===== config.mk =====
export PLATFORM = sky130hd
export DESIGN_NAME = display_n_digitos
export DESIGN_NICKNAME = d
export VERILOG_FILES = /design/src/rtl/display_n_digitos_pkg.sv /design/src/rtl/bcd7seg_dec.sv /design/src/rtl/display_n_digitos.sv
export SDC_FILE = /design/constraint.sdc
export NUM_CORES = 1
export LEC_CHECK = 0
export ABC_AREA = 1
export CAP_MARGIN = 20
export CORE_MARGIN = 3
export CORE_UTILIZATION = 50
export DETAILED_ROUTE_END_ITERATION = 10
export PLACE_DENSITY = 0.75
export SYNTH_ARGS = -nofsm -noshare
export SYNTH_HDL_FRONTEND = slang
export SYNTH_SLANG_ARGS = --single-unit

===== constraint.sdc =====
create_clock -name clock -period 5.2 [get_ports clock]
set_clock_uncertainty 0.2 [all_clocks]
set_input_delay 1.3 -clock clock [delete_from_list [all_inputs] [get_ports clock]]
set_output_delay 1.3 -clock clock [all_outputs]
set_load 0.005 [all_outputs]

===== src/rtl/display_n_digitos_pkg.sv =====
// Shared seven-segment patterns (active-low, a..g from bit 6 to bit 0)
// and the converter FSM state encoding.
package display_n_digitos_pkg;

    localparam logic [6:0] SEG_0       = 7'b0000001;
    localparam logic [6:0] SEG_1       = 7'b1001111;
    localparam logic [6:0] SEG_2       = 7'b0010010;
    localparam logic [6:0] SEG_3       = 7'b0000110;
    localparam logic [6:0] SEG_4       = 7'b1001100;
    localparam logic [6:0] SEG_5       = 7'b0100100;
    localparam logic [6:0] SEG_6       = 7'b0100000;
    localparam logic [6:0] SEG_7       = 7'b0001111;
    localparam logic [6:0] SEG_8       = 7'b0000000;
    localparam logic [6:0] SEG_9       = 7'b0000100;
    localparam logic [6:0] SEG_APAGADO = 7'b1111111;
    localparam logic [6:0] SEG_TRACO   = 7'b1111110;

    typedef enum logic {
        OCIOSO   = 1'b0,
        CONVERTE = 1'b1
    } estado_t;

    // Non-decimal codes map to dash so a corrupted digit is never shown as a number.
    function automatic logic [6:0] seg_digito(input logic [3:0] d);
        logic [6:0] s;
        case (d)
            4'd0:    s = SEG_0;
            4'd1:    s = SEG_1;
            4'd2:    s = SEG_2;
            4'd3:    s = SEG_3;
            4'd4:    s = SEG_4;
            4'd5:    s = SEG_5;
            4'd6:    s = SEG_6;
            4'd7:    s = SEG_7;
            4'd8:    s = SEG_8;
            4'd9:    s = SEG_9;
            default: s = SEG_TRACO;
        endcase
        return s;
    endfunction

endpackage


===== src/rtl/bcd7seg_dec.sv =====
// Combinational BCD digit to seven-segment decoder with dash and blank overrides;
// dash takes priority over blank.
module bcd7seg_dec
    import display_n_digitos_pkg::*;
(
    input  logic [3:0] digito_i,
    input  logic       apaga_i,
    input  logic       traco_i,
    output logic [6:0] seg_o
);

    // Select the displayed pattern for one digit.
    always_comb begin
        seg_o = SEG_APAGADO;
        if (traco_i) begin
            seg_o = SEG_TRACO;
        end else if (apaga_i) begin
            seg_o = SEG_APAGADO;
        end else begin
            seg_o = seg_digito(digito_i);
        end
    end

endmodule


===== src/rtl/display_n_digitos.sv =====
// Sequential binary-to-BCD converter (shift-and-add-3) driving DIGITOS
// seven-segment digits, with overflow dash display and leading-zero blanking.
module display_n_digitos
    import display_n_digitos_pkg::*;
#(
    parameter int LARGURA     = 32,
    parameter int DIGITOS     = 4,
    parameter int APAGA_ZEROS = 1
) (
    input  logic                   clock,
    input  logic                   reset_n,
    input  logic                   start,
    input  logic [LARGURA-1:0]     valor,
    output logic [7*DIGITOS-1:0]   segmentos,
    output logic [4*DIGITOS-1:0]   bcd,
    output logic                   busy,
    output logic                   done,
    output logic                   overflow
);

    localparam int BCD_W  = 4 * DIGITOS;
    localparam int SEG_W  = 7 * DIGITOS;
    localparam int CONT_W = 6;
    localparam logic [CONT_W-1:0] CONT_UM    = CONT_W'(1);
    localparam logic [CONT_W-1:0] CONT_CARGA = CONT_W'(LARGURA);

    estado_t             estado_q, estado_d;
    logic [LARGURA-1:0]  desloc_q, desloc_d;
    logic [BCD_W-1:0]    acum_q, acum_d;
    logic                carry_q, carry_d;
    logic [CONT_W-1:0]   cont_q, cont_d;
    logic [BCD_W-1:0]    bcd_q, bcd_d;
    logic [SEG_W-1:0]    seg_q, seg_d;
    logic                ovf_q, ovf_d;
    logic                busy_q, busy_d;
    logic                done_q, done_d;

    logic [BCD_W-1:0]    acum_aj_s;
    logic [BCD_W-1:0]    acum_sh_s;
    logic                carry_fim_s;
    logic [DIGITOS-1:0]  apaga_s;
    logic                nz_s;
    logic [SEG_W-1:0]    seg_dec_s;

    // Add-3 correction on every digit that would reach 10 or more after doubling.
    always_comb begin
        acum_aj_s = acum_q;
        for (int i = 0; i < DIGITOS; i++) begin
            if (acum_q[4*i +: 4] >= 4'd5) begin
                acum_aj_s[4*i +: 4] = acum_q[4*i +: 4] + 4'd3;
            end else begin
                acum_aj_s[4*i +: 4] = acum_q[4*i +: 4];
            end
        end
    end

    assign acum_sh_s   = {acum_aj_s[BCD_W-2:0], desloc_q[LARGURA-1]};
    assign carry_fim_s = carry_q | acum_aj_s[BCD_W-1];

    // Blank zero digits above the most significant nonzero one; digit 0 is never blanked.
    always_comb begin
        apaga_s = {DIGITOS{1'b0}};
        nz_s    = 1'b0;
        for (int i = DIGITOS - 1; i >= 1; i--) begin
            nz_s       = nz_s | (acum_sh_s[4*i +: 4] != 4'd0);
            apaga_s[i] = (APAGA_ZEROS != 0) && !nz_s;
        end
    end

    for (genvar g = 0; g < DIGITOS; g++) begin : g_dec
        bcd7seg_dec u_dec (
            .digito_i (acum_sh_s[4*g +: 4]),
            .apaga_i  (apaga_s[g]),
            .traco_i  (carry_fim_s),
            .seg_o    (seg_dec_s[7*g +: 7])
        );
    end

    // Next-state logic: idle capture, per-cycle shift, result load on the final shift.
    always_comb begin
        estado_d = estado_q;
        desloc_d = desloc_q;
        acum_d   = acum_q;
        carry_d  = carry_q;
        cont_d   = cont_q;
        bcd_d    = bcd_q;
        seg_d    = seg_q;
        ovf_d    = ovf_q;
        busy_d   = busy_q;
        done_d   = 1'b0;
        case (estado_q)
            OCIOSO: begin
                if (start) begin
                    desloc_d = valor;
                    acum_d   = {BCD_W{1'b0}};
                    carry_d  = 1'b0;
                    cont_d   = CONT_CARGA;
                    busy_d   = 1'b1;
                    estado_d = CONVERTE;
                end else begin
                    busy_d   = 1'b0;
                end
            end
            CONVERTE: begin
                desloc_d = {desloc_q[LARGURA-2:0], 1'b0};
                acum_d   = acum_sh_s;
                carry_d  = carry_fim_s;
                cont_d   = cont_q - CONT_UM;
                if (cont_q == CONT_UM) begin
                    bcd_d    = carry_fim_s ? {BCD_W{1'b1}} : acum_sh_s;
                    seg_d    = seg_dec_s;
                    ovf_d    = carry_fim_s;
                    done_d   = 1'b1;
                    busy_d   = 1'b0;
                    estado_d = OCIOSO;
                end else begin
                    busy_d   = 1'b1;
                end
            end
            default: begin
                busy_d   = 1'b0;
                estado_d = OCIOSO;
            end
        endcase
    end

    // State and output registers.
    always_ff @(posedge clock or negedge reset_n) begin
        if (!reset_n) begin
            estado_q <= OCIOSO;
            desloc_q <= {LARGURA{1'b0}};
            acum_q   <= {BCD_W{1'b0}};
            carry_q  <= 1'b0;
            cont_q   <= {CONT_W{1'b0}};
            bcd_q    <= {BCD_W{1'b0}};
            seg_q    <= {DIGITOS{SEG_APAGADO}};
            ovf_q    <= 1'b0;
            busy_q   <= 1'b0;
            done_q   <= 1'b0;
        end else begin
            estado_q <= estado_d;
            desloc_q <= desloc_d;
            acum_q   <= acum_d;
            carry_q  <= carry_d;
            cont_q   <= cont_d;
            bcd_q    <= bcd_d;
            seg_q    <= seg_d;
            ovf_q    <= ovf_d;
            busy_q   <= busy_d;
            done_q   <= done_d;
        end
    end

    assign segmentos = seg_q;
    assign bcd       = bcd_q;
    assign overflow  = ovf_q;
    assign busy      = busy_q;
    assign done      = done_q;

endmodule


==> metrics.md <==
| Metric | Value |
|---|---|
| First-pass GRT wire length | 20100 um |
| Via/cell ratio | 5.24 |
| Worst r2r src | busy$_DFF_PN0_ |
| Via count of the routed design | 4455 |
| Slowest-stage cell, CP | clkinv_1 |
| Pin count of the biggest net entering global routing | 75 |
| Leakage power | 0.00315 uW |
| Initial Util | 0.522 |
| Crit path DAT | 3.16 ns |
| Mapped Area | 5460 um^2 |
| Die Area | 12200 um^2 |
| Cell Chain, Critical Path | clkdlybuf4s50_1 -> nor2_8 -> clkinv_1 -> o22ai_1 |
| Max Freq | 325 MHz |
| Crit path capture | acum_q[12]$_DFFE_PN0P_ |
| H-tree Lvls | 3 |
| Hold-fix buffers, CTS | 0 |
| Syn Area/Cell | 8.60 um^2 |
| Cts bufs inserted | 9 |
| Post-Layout Inst Area | 6550 um^2 |
| Top-count cell post-synth | nand2_1 |
| Post-synth top area cell | dfrtp_1 |
| Placed insts | 834 |
| Register area share after synthesis | 0.474 |
| Worst R2R End | segmentos[24]$_DFFE_PN1P_ |
| I/O pin total | 82 |
| Worst R2R Setup Slack | 2.40 ns |
| Routed Antenna Nets | 0 |
| R2R cell count | 8 |
| Yosys top cell area share | 0.339 |
| CP startpoint kind | input port |
| Mapped Cells | 635 |
| Post-DP HPWL | 8150 um |
| Reg clk slew, reported paths | 0.09 ns |
| Yosys reg bits | 102 |
| Hold Vio Cnt, Final | 0 |
| Fraction of layout cells with a size suffix above 1 | 0.167 |
| Slowest Stage Delay on Critical Path | 0.59 ns |
| Max Cap Viol | 0 |
| Fillers | 909 |
| Final worst-path cycle share | 0.592 |
| VDD IR max | 0.256 mV |
| WS Path Type | input port to flip-flop |
| Max transition margin | 0.392 |
| Crit path required time | 5.28 ns |
| Die Span X | 111 um |
| Worst setup EP type | flip-flop |
| Initial DRT Pass Iterations | 5 |
| ANT cells | 0 |
| WP depth | 4 |
| DRT iter0 DRCs | 234 |
| PortBufs | 81 |
| Clk root buf | clkbuf_8 |
| Vias in the first global route | 4354 |
| Final setup vio count | 0 |
| Worst Setup SP | start |
| Cell Int Power | 2490 uW |
| Final wirelength | 11600 um |
| HP Class | flip-flop to flip-flop |
| Worst slew pin tran | 0.912 ns |
| Clk network pwr share | 0.116 |
| Sw Share | 0.433 |
| Core box area | 10500 um^2 |
| Non-filler cells, final | 850 |
| Initial antenna violation count | 0 |
| Postcts setup bufs | 0 |
| Net switching power | 1900 uW |
| PwrDens | 670 nW/um^2 |
| Buf+Inv Stages, Crit Path | 2 |
| CP Max Fanout | 37 |
| Die Ht | 111 um |
| Routability cong. | 0.903 |
| Clock buffer depth | 2 |
| Area post-placement | 6350 um^2 |
| Final net count | 763 |
| Number of cell rows | 37 |
| Layout overhead on the synthesized area | 19.9% |
| Routed len/inst | 13.6 um |
| RSZ-0062 raised after global routing | no |
| PostCTS Resize Cnt | 0 |
| Main synth FF type | dfrtp_1 |
| Sequential power share | 0.330 |
| TNS Setup | 0 ns |
| Gr ovfl total | 0 |
| Worst-skew pair later-pin latency | 0.38 ns |
| Net Count, Synth | 689 |
| Final max-slew violation count | 0 |
| Top cells by area, synth | dfrtp_1, dfstp_2, nand2_1 |
| FFs w/ async S/R, synth | 1.00 |
| Delay-heaviest family, CP | buffers and inverters |
| CTS tree | built |
| Ys Warns | 0 |
| # clock sinks | 102 |
| Post-synth cell types | 43 |
| Comb pwr share | 0.554 |
| Post-synth EDFFs | 0 |
| Hold path depth | 2 |
| Status | finished, final reports clean |
| Top post-synthesis cells by count | nand2_1, dfrtp_1, inv_1 |
| Residual DRC count | 0 |
| GRT Overall Usage | 0.194 |
| Final min period | 3.08 ns |
worst min path at each step:
stage | end | slack (ns) | start
floorplan | segmentos[14]$_DFFE_PN1P_ | 0.26 | segmentos[14]$_DFFE_PN1P_
global placement | segmentos[21]$_DFFE_PN1P_ | 0.26 | segmentos[21]$_DFFE_PN1P_
detailed placement | segmentos[17]$_DFFE_PN1P_ | 0.26 | segmentos[17]$_DFFE_PN1P_
CTS | segmentos[17]$_DFFE_PN1P_ | 0.27 | segmentos[17]$_DFFE_PN1P_
global route | segmentos[17]$_DFFE_PN1P_ | 0.28 | segmentos[17]$_DFFE_PN1P_
finish | segmentos[17]$_DFFE_PN1P_ | 0.27 | segmentos[17]$_DFFE_PN1P_
registers in the layout (all words and copies together) (netlist names):
signal and count:
done 1, acum_q 16, busy 1, overflow 1
desloc_q 32, segmentos 28, cont_q 6, carry_q 1
bcd 16
layout make-up:
| class | instances | area (um^2) | share of cell area |
|---|---|---|---|
| inverters | 69 | 264 | 0.0403 |
| well taps | 136 | 170 | 0.0260 |
| flip-flops and latches | 102 | 2590 | 0.395 |
| repair buffers | 84 | 831 | 0.127 |
| multi-input cells | 443 | 2500 | 0.381 |
| clock buffers | 11 | 141 | 0.0216 |
| clock inverters | 5 | 57.6 | 0.00879 |
worst register-to-register path, cell delays in order, from the launching register on:
cell and delay [ns]:
dfrtp_1 0.37, buf_4 0.40, nand4_4 0.31, inv_2 0.68, nand2_4 0.16, inv_4 0.27
nand2_2 0.11, nor2_2 0.15, a21boi_1 0.09
kinds of logic (layout without fill, tap and decap cells):
kind of cell | count (synthesis) | in the layout | synth area share
buffers and inverters | 90 | 169 | 0.0687
adders and majority gates | 19 | 19 | 0.0435
AOI/OAI and AO/OA | 98 | 98 | 0.126
DFF | 102 | 102 | 0.474
and+or+nand+nor | 326 | 326 | 0.288
power groups by stage:
stage / logic, uW / registers [uW] / clock network [uW]
after floorplan: 1660 / 1430 / 0
after global placement: 2330 / 1440 / 0
after detailed placement: 2410 / 1460 / 0
after CTS: 2430 / 1450 / 522
after global routing: 2740 / 1500 / 553
final: 2430 / 1450 / 508
routing by layer:
metal / track usage / share of wire / wire [um]
met5: 0 / 0 / 0
met4: 0.0747 / 0.013 / 150
met3: 0.0378 / 0.051 / 585
met2: 0.316 / 0.48 / 5500
met1: 0.258 / 0.46 / 5340
placed cells by master, fill, tap and decap left out, types with 5 or more instances in the layout:
cell type	n
inv_2	5
nand2_1	181
clkdlybuf4s50_1	80
a22oi_1	25
a2bb2oi_1	18
o21ai_0	18
nand3_1	40
nand3_2	9
o22ai_1	19
or2_2	18
inv_1	60
nor2_1	31
nand4_1	10
dfrtp_1	74
clkbuf_8	10
ha_1	19
nand2_4	7
dfstp_2	28
nand2_2	18
through the flow:
stage / utilization / hold WS, ns / setup slack [ns] / power, uW
global route: 0.626 / 0.278 / 1.93 / 4790
finish: 0.626 / 0.268 / 2.12 / 4390
detailed placement: 0.607 / 0.257 / 1.73 / 3880
floorplan: - / 0.257 / 2.96 / 3100
global placement: 0.607 / 0.256 / 1.81 / 3780
CTS: 0.626 / 0.272 / 2.13 / 4400
(Power assumes the default switching activity.)
